[src/rtl/y86_pkg.sv]
`default_nettype none
// +--------------------------------------------------------------------+
// | y86_pkg : shared Y86-64 icode constants and core status encoding   |
// | Rev 1.0                                                            |
// +--------------------------------------------------------------------+
package y86_pkg;

    localparam logic [3:0] IHALT   = 4'h0;
    localparam logic [3:0] INOP    = 4'h1;
    localparam logic [3:0] IRRMOVQ = 4'h2;
    localparam logic [3:0] IIRMOVQ = 4'h3;
    localparam logic [3:0] IRMMOVQ = 4'h4;
    localparam logic [3:0] IMRMOVQ = 4'h5;
    localparam logic [3:0] IOPQ    = 4'h6;
    localparam logic [3:0] IJXX    = 4'h7;
    localparam logic [3:0] ICALL   = 4'h8;
    localparam logic [3:0] IRET    = 4'h9;
    localparam logic [3:0] IPUSHQ  = 4'hA;
    localparam logic [3:0] IPOPQ   = 4'hB;

    typedef enum logic [1:0] {
        RUN    = 2'd0,
        HALTED = 2'd1,
        ERROR  = 2'd2
    } core_state_e;

endpackage : y86_pkg
`default_nettype wire

[src/rtl/ret_addr_stack.sv]
`default_nettype none
// +--------------------------------------------------------------------+
// | ret_addr_stack : circular return-address stack, oldest entry lost  |
// | on overflow, underflow reported as a one-cycle pulse. Rev 1.0      |
// +--------------------------------------------------------------------+
module ret_addr_stack #(
    parameter int ADDR_W    = 64,
    parameter int RAS_DEPTH = 8
) (
    input  logic                         clk,
    input  logic                         rst,
    input  logic                         push,
    input  logic                         pop,
    input  logic [ADDR_W-1:0]            push_data,
    output logic [ADDR_W-1:0]            top,
    output logic [$clog2(RAS_DEPTH):0]   count,
    output logic                         underflow
);

    localparam int PTR_W = $clog2(RAS_DEPTH);
    localparam int CNT_W = PTR_W + 1;
    localparam logic [CNT_W-1:0] C_FULL = CNT_W'(RAS_DEPTH);

    logic [ADDR_W-1:0] r_mem [RAS_DEPTH];
    logic [PTR_W-1:0]  r_ptr;
    logic [CNT_W-1:0]  r_count;
    logic              r_underflow;
    logic [PTR_W-1:0]  w_top_idx;
    logic              w_empty;

    assign w_top_idx = r_ptr - PTR_W'(1);
    assign w_empty   = (r_count == '0);

    // Storage needs no reset; r_count gates every read.
    always_ff @(posedge clk) begin
        if (push) begin
            r_mem[r_ptr] <= push_data;
        end
    end

    always_ff @(posedge clk) begin
        if (rst) begin
            r_ptr       <= '0;
            r_count     <= '0;
            r_underflow <= 1'b0;
        end else begin
            r_underflow <= pop && w_empty;
            if (push) begin
                r_ptr <= r_ptr + PTR_W'(1);
                if (r_count != C_FULL) begin
                    r_count <= r_count + CNT_W'(1);
                end
            end else if (pop && !w_empty) begin
                r_ptr   <= w_top_idx;
                r_count <= r_count - CNT_W'(1);
            end
        end
    end

    assign top       = w_empty ? '0 : r_mem[w_top_idx];
    assign count     = r_count;
    assign underflow = r_underflow;

endmodule : ret_addr_stack
`default_nettype wire

[src/rtl/pc_update_seq.sv]
`default_nettype none
// +--------------------------------------------------------------------+
// | pc_update_seq : registered Y86-64 PC update with run/halt/error    |
// | status and return-address prediction check. Rev 1.0               |
// +--------------------------------------------------------------------+
module pc_update_seq
    import y86_pkg::*;
#(
    parameter int                ADDR_W    = 64,
    parameter int                RAS_DEPTH = 8,
    parameter logic [ADDR_W-1:0] RESET_PC  = '0
) (
    input  logic                         clk,
    input  logic                         rst,
    input  logic                         in_valid,
    input  logic                         stall,
    input  logic [3:0]                   icode,
    input  logic                         cnd,
    input  logic [ADDR_W-1:0]            valC,
    input  logic [ADDR_W-1:0]            valM,
    input  logic [ADDR_W-1:0]            valP,
    output logic [ADDR_W-1:0]            pc,
    output logic                         halted,
    output logic                         error,
    output logic [ADDR_W-1:0]            ras_top,
    output logic [$clog2(RAS_DEPTH):0]   ras_count,
    output logic                         ret_mismatch,
    output logic                         ras_underflow
);

    core_state_e       r_state;
    logic [ADDR_W-1:0] r_pc;
    logic              r_halted;
    logic              r_error;
    logic              r_mismatch;

    logic              w_update;
    logic              w_illegal;
    logic              w_push;
    logic              w_pop;
    logic [ADDR_W-1:0] w_next_pc;

    assign w_update  = (r_state == RUN) && in_valid && !stall;
    assign w_illegal = (icode > IPOPQ);
    assign w_push    = w_update && (icode == ICALL);
    assign w_pop     = w_update && (icode == IRET);

    always_comb begin
        w_next_pc = valP;
        if ((icode == ICALL) || ((icode == IJXX) && cnd)) begin
            w_next_pc = valC;
        end else if (icode == IRET) begin
            w_next_pc = valM;
        end else if (icode == IHALT) begin
            w_next_pc = r_pc;
        end
    end

    ret_addr_stack #(
        .ADDR_W    (ADDR_W),
        .RAS_DEPTH (RAS_DEPTH)
    ) u_ras (
        .clk       (clk),
        .rst       (rst),
        .push      (w_push),
        .pop       (w_pop),
        .push_data (valP),
        .top       (ras_top),
        .count     (ras_count),
        .underflow (ras_underflow)
    );

    // ras_top is the entry being popped in the same cycle as the ret.
    always_ff @(posedge clk) begin
        if (rst) begin
            r_state    <= RUN;
            r_pc       <= RESET_PC;
            r_halted   <= 1'b0;
            r_error    <= 1'b0;
            r_mismatch <= 1'b0;
        end else begin
            r_mismatch <= w_pop && (ras_count != '0) && (ras_top != valM);
            if (w_update) begin
                if (w_illegal) begin
                    r_state <= ERROR;
                    r_error <= 1'b1;
                end else if (icode == IHALT) begin
                    r_state  <= HALTED;
                    r_halted <= 1'b1;
                end else begin
                    r_pc <= w_next_pc;
                end
            end
        end
    end

    assign pc           = r_pc;
    assign halted       = r_halted;
    assign error        = r_error;
    assign ret_mismatch = r_mismatch;

endmodule : pc_update_seq
`default_nettype wire

[config.mk]
export PLATFORM = sky130hd
export DESIGN_NAME = pc_update_seq
export DESIGN_NICKNAME = d
export VERILOG_FILES = /design/src/rtl/y86_pkg.sv /design/src/rtl/ret_addr_stack.sv /design/src/rtl/pc_update_seq.sv
export SDC_FILE = /design/constraint.sdc
export NUM_CORES = 1
export LEC_CHECK = 0
export BUFFER_PORTS_ARGS = -buffer_cell sky130_fd_sc_hd__buf_2
export CAP_MARGIN = 20
export CORE_ASPECT_RATIO = 1.75
export CORE_MARGIN = 8
export CORE_UTILIZATION = 40
export CTS_CLUSTER_SIZE = 24
export DETAILED_ROUTE_END_ITERATION = 16
export GPL_TIMING_DRIVEN = 0
export HOLD_SLACK_MARGIN = 0.1
export PLACE_DENSITY = 0.66
export SLEW_MARGIN = 10
export SYNTH_ARGS = -nofsm -noshare
export SYNTH_HDL_FRONTEND = slang
export SYNTH_HIERARCHICAL = 1
export SYNTH_SLANG_ARGS = --single-unit
[constraint.sdc]
create_clock -name clk -period 10.6 [get_ports clk]
set_input_delay 1.06 -clock clk [delete_from_list [all_inputs] [get_ports clk]]
set_output_delay 1.06 -clock clk [all_outputs]
set_load 0.005 [all_outputs]
==> out/metrics.cfg <==
[synthesis]
synthDistinctLibCells = 50
syn-instance-count = 1489
yosysMostFrequentCell = edfxtp_1
synth_edf_count = 512
synth_nets = 1695
yosys-top-cells-area = edfxtp_1 60%, mux4_2 11%, dfxtp_1 6.1%, o211ai_2 3.1%, nand2_2 2.9%
synth_seq_cells = 589
yosys_warnings = 6
synth_top_cell_by_area = edfxtp_1
syn-cell-area_um2 = 25430
async_reset_ff_share_pct = 0
synth_flop_cell = edfxtp_1
synth_top_cells_by_count = 512 x edfxtp_1, 151 x nand2_1, 128 x mux4_2
synth.yosys.seq_area_share_pct = 66.53
synth_top_cell_area_share_pct = 60.47
synth_area_per_cell_um2 = 17.08

[floorplan]
die_y_um = 349.5
die-area_um2 = 72210
rows = 122
ios = 337
core_area_um2 = 63040
die_w_um = 206.6
initial_core_util_pct = 40.33

[final_layout]
finish.utilization_pct = 48.58
nNetsFinal = 2120
final_cell_area_um2 = 30630
drive_gt1_share_pct = 46.65
syn_to_final_growth_pct = 20.46

[global_routing]
grt_use_met3_pct = 4.157
gr-usage-met1_pct = 26.03
use_met2_pct = 36.43
grt_pass1_wl_um = 111400
grt_max_degree = 24
track_usage_pct = 21.36
first_global_vias = 16220
gr-total-overflow = 0
busiest_layer = met2
antenna_found_initial = 9

[sta]
rsz0062_at_grt = no
setup_viol = 0
tightest_slew_ps = 1011
fin_skew_ps = 14.02
slew_headroom_pct = 32.28
slew_violations = 0
period_share_pct = 53.46
post-route-min-period_ps = 5667
finalHoldViolCount = 0
fmax_ghz = 0.1765
hold_slack_ps = 455.1
setup_ws_ps = 4933

[critical_path]
crit_start = u_ras/r_ptr[0]$_SDFFE_PP0P_
path_cells = buf_2 > buf_2 > inv_1 > ha_1 > clkbuf_1 > buf_2 > mux4_2 > nand2_1 > a21oi_1 > xor2_1 > nor4_1 > nand4_1 > nor4_1 > nor4b_2
crit_path_top_delay_cell = nor4_1
regToRegEndpoint = ret_mismatch$_SDFF_PP0_
critPathLaunchType = flop
r2r_cells = 14
r2r_start = u_ras/r_ptr[0]$_SDFFE_PP0P_
crit_required_ps = 11040
critPathMaxStageDelay_ps = 760
arrival_ps = 6100
reg2reg_slack_ps = 4930
end_kind = flop
crit_fanout = 10
crit_top_cell = buf_2
critPathKind = flop to flop

[clocking]
cts.htree.levels = 2
cts.repair.resized = 0
cts.sinks = 589
cts_buffer_depth = 3
cts_root_buf = clkbuf_16
insertion_delay_ps = 590
tritoncts = yes
cts_setup_buffers = 0
tritoncts.num_buffers = 51
holdBufCountCts = 0
path_clk_slew_ps = 70

[routing]
dr.first_iter.drc_count = 1209
drt_pass1_iterations = 5
ant_nets = 0
vias = 15230
wl_per_cell_um = 28.15
routed_wl_um = 77830
drc = 0
viasPerCell = 5.507

[placement]
place_congestion = 0.8346
numPortBuffers = 335
hpwl_um = 58000
dpl-instance-area_um2 = 28810
dpl_worst_slack_ps = 4998

[run_status]
status = completed

[min_path]
hp-start = pc[24]$_SDFFE_PP0P_
hp-class = flop to flop
holdPathEnd = pc[24]$_SDFFE_PP0P_
hold_depth = 2

[pwr]
p_leak_nw = 10.73
total_power_mw = 4.846
power_density_nw_per_um2 = 158.2
ir_worst_vdd_mv = 0.1093

[run]
drv_cap = 0

worst max path at each step:
stage                                              end  slack [ps]  depth (start not counted)
after floorplan            u_ras/r_mem[2][0]$_DFFE_PP_        3860                          6
after global placement    u_ras/r_mem[0][41]$_DFFE_PP_       -1400                          7
after detailed placement       ret_mismatch$_SDFF_PP0_        5000                         14
after CTS                      ret_mismatch$_SDFF_PP0_        4920                         14
after global routing           ret_mismatch$_SDFF_PP0_        4900                         14
final                          ret_mismatch$_SDFF_PP0_        4930                         14
layout by cell type (no fill, tap or decap), types with 3 or more instances in the layout:
master	count
a21oi_1	75
a21oi_2	60
a31oi_1	3
buf_1	3
buf_12	16
buf_16	12
buf_2	359
buf_4	17
buf_6	29
bufinv_16	9
clkbuf_1	21
clkbuf_16	53
clkbuf_8	11
clkinv_1	4
clkinv_2	11
dfxtp_1	77
diode_2	4
dlygate4sd1_1	5
edfxtp_1	512
ha_1	4
inv_1	3
mux2i_1	64
mux4_2	128
nand2_1	151
nand2_2	117
nand4_1	6
nor2_1	11
nor2_4	7
nor4_1	19
o211ai_2	64
xnor2_1	5
xor2_1	64
cells by family after synthesis:
group,share of synthesized area [%]
AND/OR/NAND/NOR,6.668
XOR/XNOR,2.505
flip-flops,66.53
AO/OA/AOI/OAI,6.884
adder cells (fa/ha/maj),0.2756
multiplexers,13.92
buffers and inverters,3.223
worst max-delay path, delay by kind of cell, from the launching register on:
family,cells,cell delay (ps)
buf+inv,5,1890
simple gates,5,1830
fa+ha+maj,1,410
xor+xnor,1,400
compound gates,1,380
flops,1,340
mux,1,260
through the flow:
stage	cells	TNS (ps)
2_1_floorplan	1489	0
3_3_place_gp	2630	-174990
3_5_place_dp	2667	0
4_1_cts	2761	0
5_1_grt	2763	0
6_report	2765	0
power breakdown:
group	leakage [nW]	switching (mW)	internal, mW
clock	0.892	0.852	1.18
sequential	5.23	0.00882	2.53
combinational	4.62	0.176	0.105
total	10.7	1.04	3.81
layer usage:
layer / vias up / part of all wire, % / routed length (um)
li1: 6624 / - / -
met1: 7817 / 38 / 29520
met2: 632 / 51 / 39490
met3: 144 / 7.0 / 5411
met4: 10 / 4.3 / 3345
met5: - / 0.080 / 62
state kept, by name, indices dropped and copies added, names as in the netlist:
name and flops:
pc 64, u_ras/count 4, r_state 2, u_ras/underflow 1, halted 1, u_ras/r_mem 512, ret_mismatch 1, error 1
u_ras/r_ptr 3
layout make-up:
cell class	count	area, um2
diodes	4	10.01
flip-flops and latches	589	16920
multi-input cells	804	7746
well taps	806	1008
repair buffers	372	2315
clock inverters	30	386.6
inverters	3	11.26
fillers	5336	32410
plain buffers	93	808.3
clock buffers	64	1428
No activity file was read; power rests on OpenSTA's default activity.
